===== src/rtl/uart_rx_byte_pkg.sv =====
// Shared UART definitions: receiver FSM encoding, oversampling constants and the
// baud divider computation, which the transmitter will also use.
package uart_rx_byte_pkg;

    localparam int OVERSAMPLE = 16;
    localparam int MID_TICK   = 8;

    typedef enum logic [2:0] {
        ST_IDLE      = 3'd0,
        ST_START     = 3'd1,
        ST_DATA      = 3'd2,
        ST_STOP      = 3'd3,
        ST_WAIT_IDLE = 3'd4
    } rx_state_e;

    // Sample-tick divider, rounded to nearest.
    function automatic int baud_div(input int clk_hz, input int baud);
        return (clk_hz + baud * (OVERSAMPLE / 2)) / (baud * OVERSAMPLE);
    endfunction

endpackage


===== src/rtl/uart_rx_byte_baud_tick.sv =====
// Oversampling tick generator: a 1-cycle enable every DIV clocks. A synchronous
// clear restarts the period so ticks can be phase-aligned to a line edge.
module uart_baud_tick #(
    parameter int DIV = 78
) (
    input  logic clk,
    input  logic rst_n,
    input  logic clr_i,
    output logic tick_o
);
    localparam int CW = (DIV > 1) ? $clog2(DIV) : 1;

    logic [CW-1:0] cnt_q, cnt_d;

    always_comb begin
        tick_o = 1'b0;
        cnt_d  = cnt_q - CW'(1);
        if (clr_i) begin
            cnt_d = CW'(DIV - 1);
        end else if (cnt_q == '0) begin
            tick_o = 1'b1;
            cnt_d  = CW'(DIV - 1);
        end
    end

    always_ff @(posedge clk or negedge rst_n) begin
        if (!rst_n) cnt_q <= '0;
        else        cnt_q <= cnt_d;
    end

endmodule


===== src/rtl/uart_rx_byte.sv =====
// 8N1 UART receiver with x16 oversampling and a one-byte valid/ready holding register.
// Define UART_RX_MAJORITY_EN to vote each bit from samples at ticks 7, 8 and 9.
//
// state      | meaning
// IDLE       | line idle, waiting for a falling edge
// START      | checking the start bit at mid-bit
// DATA       | sampling 8 data bits, LSB first
// STOP       | checking the stop bit, delivering the byte
// WAIT_IDLE  | framing error seen, waiting for the line to return high
module uart_rx_byte
    import uart_rx_byte_pkg::*;
#(
    parameter int clock_frequency = 12000000,
    parameter int uart_baud_rate  = 9600
) (
    input  logic       clk,
    input  logic       rst_n,
    input  logic       rx,
    output logic [7:0] data,
    output logic       valid,
    input  logic       ready,
    output logic       frame_err,
    output logic       overrun
);
    localparam int DIV = baud_div(clock_frequency, uart_baud_rate);

    rx_state_e  state_q, state_d;
    logic       rx_meta_q, rxs_q, rxs_prev_q;
    logic [3:0] tick_cnt_q, tick_cnt_d;
    logic [2:0] bit_idx_q, bit_idx_d;
    logic [7:0] shift_q, shift_d, data_q, data_d;
    logic       valid_q, valid_d, frame_err_q, frame_err_d, overrun_q, overrun_d;
    logic       s8_q, baud_clr, baud_tick, at_t8, decide, bit_val;

    uart_baud_tick #(.DIV(DIV)) u_baud_tick (
        .clk    (clk),
        .rst_n  (rst_n),
        .clr_i  (baud_clr),
        .tick_o (baud_tick)
    );

    // The decision is taken at tick 9 in both builds so latency does not depend on voting.
    assign at_t8  = baud_tick && (tick_cnt_q == 4'(MID_TICK - 1));
    assign decide = baud_tick && (tick_cnt_q == 4'(MID_TICK));

`ifdef UART_RX_MAJORITY_EN
    logic s7_q;
    logic at_t7;
    assign at_t7   = baud_tick && (tick_cnt_q == 4'(MID_TICK - 2));
    assign bit_val = (s7_q & s8_q) | (s7_q & rxs_q) | (s8_q & rxs_q);

    always_ff @(posedge clk or negedge rst_n) begin
        if (!rst_n)     s7_q <= 1'b1;
        else if (at_t7) s7_q <= rxs_q;
    end
`else
    assign bit_val = s8_q;
`endif

    always_comb begin
        state_d     = state_q;
        tick_cnt_d  = tick_cnt_q;
        bit_idx_d   = bit_idx_q;
        shift_d     = shift_q;
        data_d      = data_q;
        valid_d     = valid_q;
        frame_err_d = 1'b0;
        overrun_d   = 1'b0;
        baud_clr    = 1'b0;

        if (baud_tick) tick_cnt_d = tick_cnt_q + 4'd1;
        if (valid_q && ready) valid_d = 1'b0;

        case (state_q)
            ST_IDLE: begin
                if (rxs_prev_q && !rxs_q) begin
                    state_d    = ST_START;
                    baud_clr   = 1'b1;
                    tick_cnt_d = 4'd0;
                end
            end
            ST_START: begin
                if (decide) begin
                    state_d   = bit_val ? ST_IDLE : ST_DATA;
                    bit_idx_d = 3'd0;
                end
            end
            ST_DATA: begin
                if (decide) begin
                    shift_d   = {bit_val, shift_q[7:1]};
                    bit_idx_d = bit_idx_q + 3'd1;
                    if (bit_idx_q == 3'd7) state_d = ST_STOP;
                end
            end
            ST_STOP: begin
                if (decide) begin
                    if (bit_val) begin
                        state_d = ST_IDLE;
                        if (!valid_q || ready) begin
                            data_d  = shift_q;
                            valid_d = 1'b1;
                        end else begin
                            overrun_d = 1'b1;
                        end
                    end else begin
                        frame_err_d = 1'b1;
                        state_d     = ST_WAIT_IDLE;
                    end
                end
            end
            ST_WAIT_IDLE: begin
                if (rxs_q) state_d = ST_IDLE;
            end
            default: state_d = ST_IDLE;
        endcase
    end

    always_ff @(posedge clk or negedge rst_n) begin
        if (!rst_n) begin
            rx_meta_q   <= 1'b1;
            rxs_q       <= 1'b1;
            rxs_prev_q  <= 1'b1;
            s8_q        <= 1'b1;
            state_q     <= ST_IDLE;
            tick_cnt_q  <= 4'd0;
            bit_idx_q   <= 3'd0;
            shift_q     <= 8'h00;
            data_q      <= 8'h00;
            valid_q     <= 1'b0;
            frame_err_q <= 1'b0;
            overrun_q   <= 1'b0;
        end else begin
            rx_meta_q   <= rx;
            rxs_q       <= rx_meta_q;
            rxs_prev_q  <= rxs_q;
            if (at_t8) s8_q <= rxs_q;
            state_q     <= state_d;
            tick_cnt_q  <= tick_cnt_d;
            bit_idx_q   <= bit_idx_d;
            shift_q     <= shift_d;
            data_q      <= data_d;
            valid_q     <= valid_d;
            frame_err_q <= frame_err_d;
            overrun_q   <= overrun_d;
        end
    end

    assign data      = data_q;
    assign valid     = valid_q;
    assign frame_err = frame_err_q;
    assign overrun   = overrun_q;

endmodule

===== config.mk =====
export PLATFORM = sky130hd
export DESIGN_NAME = uart_rx_byte
export DESIGN_NICKNAME = d
export VERILOG_FILES = /design/src/rtl/uart_rx_byte_pkg.sv /design/src/rtl/uart_rx_byte_baud_tick.sv /design/src/rtl/uart_rx_byte.sv
export SDC_FILE = /design/constraint.sdc
export NUM_CORES = 1
export LEC_CHECK = 0
export CAP_MARGIN = 0
export CORE_UTILIZATION = 55
export DETAILED_ROUTE_END_ITERATION = 10
export PLACE_DENSITY = 0.82
export SETUP_SLACK_MARGIN = 0.15
export SYNTH_ARGS = -nofsm -noshare
export SYNTH_HDL_FRONTEND = slang
export SYNTH_SLANG_ARGS = --single-unit

===== constraint.sdc =====
create_clock -name clk -period 5.2 [get_ports clk]
set_clock_uncertainty 0.05 [all_clocks]
set_input_delay 0.78 -clock clk [delete_from_list [all_inputs] [get_ports clk]]
set_output_delay 0.78 -clock clk [all_outputs]
set_load 0.02 [all_outputs]

==> impl_metrics.tcl <==
set metrics [dict create \
    drc_errors 0 \
    root_buffer "clkbuf_4" \
    timing.hold.ws_ns 0.317 \
    syn_area_per_cell_um2 12.6 \
    pin_count 15 \
    cts_buffer_depth 2 \
    hold_path_depth 0 \
    dr.pass1.iters 4 \
    track_usage 0.210 \
    antenna_cells 0 \
    r2r_cells 6 \
    grt_max_degree 41 \
    hp-class "flip-flop to flip-flop" \
    vias_per_cell 5.49 \
    reg2reg_from "u_baud_tick.cnt_q[0]$_DFF_PN0_" \
    path_cells "inv_1, ha_1, nor4b_4, nand2_2, nor4_1, mux2_2" \
    setup_viol 0 \
    worstMarginPinSlew_ns 0.863 \
    ant_nets 0 \
    finalCoreUtilization 0.656 \
    fin_setup_tns_ns 0 \
    die_h_um 58.9 \
    gp_congestion 0.745 \
    cp_slowest_cell "nor4_1" \
    synth_warnings 0 \
    nNetsFinal 168 \
    hold_buffers 0 \
    grt_pass1_vias 1171 \
    critical_path_class "flip-flop to flip-flop" \
    post-cts-setup-buffers 0 \
    max_freq_ghz 0.401 \
    ctsResizeCount 0 \
    required_ns 5.39 \
    rsz0062_at_grt "false" \
    hpwl_um 2080 \
    layout_commonest_cell "dfrtp_1" \
    synth_cells 141 \
    layout_common_cells "36 x dfrtp_1, 13 x clkdlybuf4s50_1, 10 x nor2_1, 10 x mux2_2, 8 x nand2_1" \
    synth_cell_types 37 \
    synth_seq_cells 40 \
    num_rows 20 \
    slew_headroom 0.425 \
    h-tree-depth 2 \
    post_drt_wl_per_cell_um 14.5 \
    clk_latency_ns 0.35 \
    grt_antenna_before_repair 0 \
    total_power_uw 665 \
    startpoint_type "flip-flop" \
    maxCapViolCount 0 \
    fillers 237 \
    min-delay-start "rx_meta_q$_DFF_PN1_" \
    fp.dieW_um 58.9 \
    ir_worst_vdd_uv 314 \
    yosysSeqAreaShare 0.565 \
    core_area_um2 3050 \
    grt_overflow_total 0 \
    leakagePower_uw 0.000967 \
    setup.worst_path.start "u_baud_tick.cnt_q[0]$_DFF_PN0_" \
    drtIter0Drc 37 \
    cp-end-kind "flip-flop" \
    slew_viol_final 0 \
    wl_um 2950 \
    powerDensity_nw_per_um2 332 \
    synth.net_count 151 \
    vias 1114 \
    critPathMaxStageDelay_ns 0.68 \
    cts_buffers 5 \
    finalCritPeriodShare 0.480 \
    timing.rr.end "shift_q[6]$_DFFE_PN0P_" \
    min_to "rxs_q$_DFF_PN1_" \
    syn_area_um2 1780 \
    worst-path-max-fanout 9 \
    cp.arrival_ns 2.69 \
    clkTransAtPathRegs_ns 0.11 \
    r2r_slack_ns 2.70 \
    drive_gt1_frac 0.226 \
    clock-sinks 40 \
    start_util 0.583 \
    syn2layout_area_growth_pct 12.6 \
    outcome "complete, no violations" \
    cts_tree "built" \
    grt_pass1_wl_um 5260 \
    min_period_ns 2.50 \
    die-area_um2 3470 \
    io_buffers 14 \
    hold_viol_final 0 \
]
## registers in the layout, summed over array words and instances (netlist names)
name               cells
tick_cnt_q             4
shift_q                8
rxs_prev_q             1
valid                  1
rxs_q                  1
frame_err              1
data                   8
bit_val                1
bit_idx_q              3
overrun                1
rx_meta_q              1
state_q                3
u_baud_tick.cnt_q      7
## worst max-delay path: cells and delay by family (launching register included)
kind,cells,cell delay [ns]
fa+ha+maj,1,0.16
flops,1,0.41
mux,1,0.40
simple gates,3,1.27
buf+inv,1,0.09
## layer usage
metal  vias to the layer above  track usage  part of all wire
li1                        527            -                 -
met1                       553        0.269              0.47
met2                        27        0.321              0.47
met3                         7       0.0681             0.042
met4                         0        0.105             0.020
met5                         -            0                 0
## synthesized netlist by cell type
| cell | instances | area (um^2) |
|---|---|---|
| nor4b_4 | 1 | 23.8 |
| or4_4 | 1 | 11.3 |
| dfrtp_1 | 36 | 901 |
| clkbuf_1 | 3 | 11.3 |
| or4_1 | 1 | 7.51 |
| o21a_1 | 1 | 7.51 |
| xor2_1 | 4 | 35.0 |
| nand2_1 | 8 | 30.0 |
| or2b_1 | 1 | 7.51 |
| ha_1 | 6 | 75.1 |
| or3_1 | 1 | 6.26 |
| nor2_1 | 10 | 37.5 |
| mux2_4 | 7 | 105 |
| xnor2_1 | 4 | 35.0 |
| and3_1 | 1 | 6.26 |
| a21oi_1 | 3 | 15.0 |
| nor4_1 | 2 | 12.5 |
| and2_2 | 1 | 7.51 |
| nand2b_1 | 2 | 12.5 |
| a311oi_1 | 1 | 8.76 |
| nand2_2 | 1 | 6.26 |
| nand3b_1 | 1 | 7.51 |
| buf_6 | 1 | 11.3 |
| o21ai_0 | 2 | 10.0 |
| nand4_1 | 3 | 18.8 |
| nand3_1 | 6 | 30.0 |
| nor2b_1 | 2 | 12.5 |
| and3b_1 | 2 | 17.5 |
| nor3_2 | 1 | 10.0 |
| a21o_1 | 2 | 15.0 |
| mux2_2 | 10 | 113 |
| inv_1 | 4 | 15.0 |
| nor2_2 | 1 | 6.26 |
| o31ai_1 | 1 | 7.51 |
| dfstp_2 | 4 | 105 |
| nor3_1 | 4 | 20.0 |
| a22o_1 | 2 | 17.5 |
## cell families (layout without fill, tap and decap cells)
logic type / count (synthesis) / after routing / synth area share
xor+xnor: 8 / 8 / 0.0394
buf+inv: 8 / 26 / 0.0211
mux: 17 / 17 / 0.122
fa+ha+maj: 6 / 6 / 0.0422
compound gates: 12 / 12 / 0.0457
flops: 40 / 40 / 0.565
simple gates: 50 / 50 / 0.164
## cell type report
class | count | area [um^2] | share of cell area
Multi-Input combinational cell | 93 | 736 | 0.367
Clock inverter | 3 | 18.8 | 0.00937
Sequential cell | 40 | 1010 | 0.502
Inverter | 4 | 15.0 | 0.00750
Tap cell | 44 | 55.1 | 0.0275
Clock buffer | 5 | 37.5 | 0.0187
Timing Repair Buffer | 14 | 135 | 0.0675
## stage by stage
stage	instances	instance area (um^2)	setup WS [ns]
2_1_floorplan	141	1780	3.05
3_3_place_gp	195	1950	2.70
3_5_place_dp	195	1950	2.66
4_1_cts	203	2000	2.70
5_1_grt	203	2000	2.53
6_report	203	2000	2.70
## worst max path at each step
stage / slack [ns] / endpoint
finish: 2.70 / shift_q[6]$_DFFE_PN0P_
global route: 2.53 / shift_q[6]$_DFFE_PN0P_
CTS: 2.70 / shift_q[6]$_DFFE_PN0P_
detailed placement: 2.66 / data[5]$_DFFE_PN0P_
global placement: 2.70 / data[4]$_DFFE_PN0P_
floorplan: 3.05 / shift_q[0]$_DFFE_PN0P_
## power by group
part	leakage [uW]	total, uW	switching (uW)	internal [uW]
registers	0.000521	393	43.1	350
logic	0.000412	117	65.6	50.9
clock network	0.0000349	156	104	52.0
No activity file was read; power rests on OpenSTA's default activity.
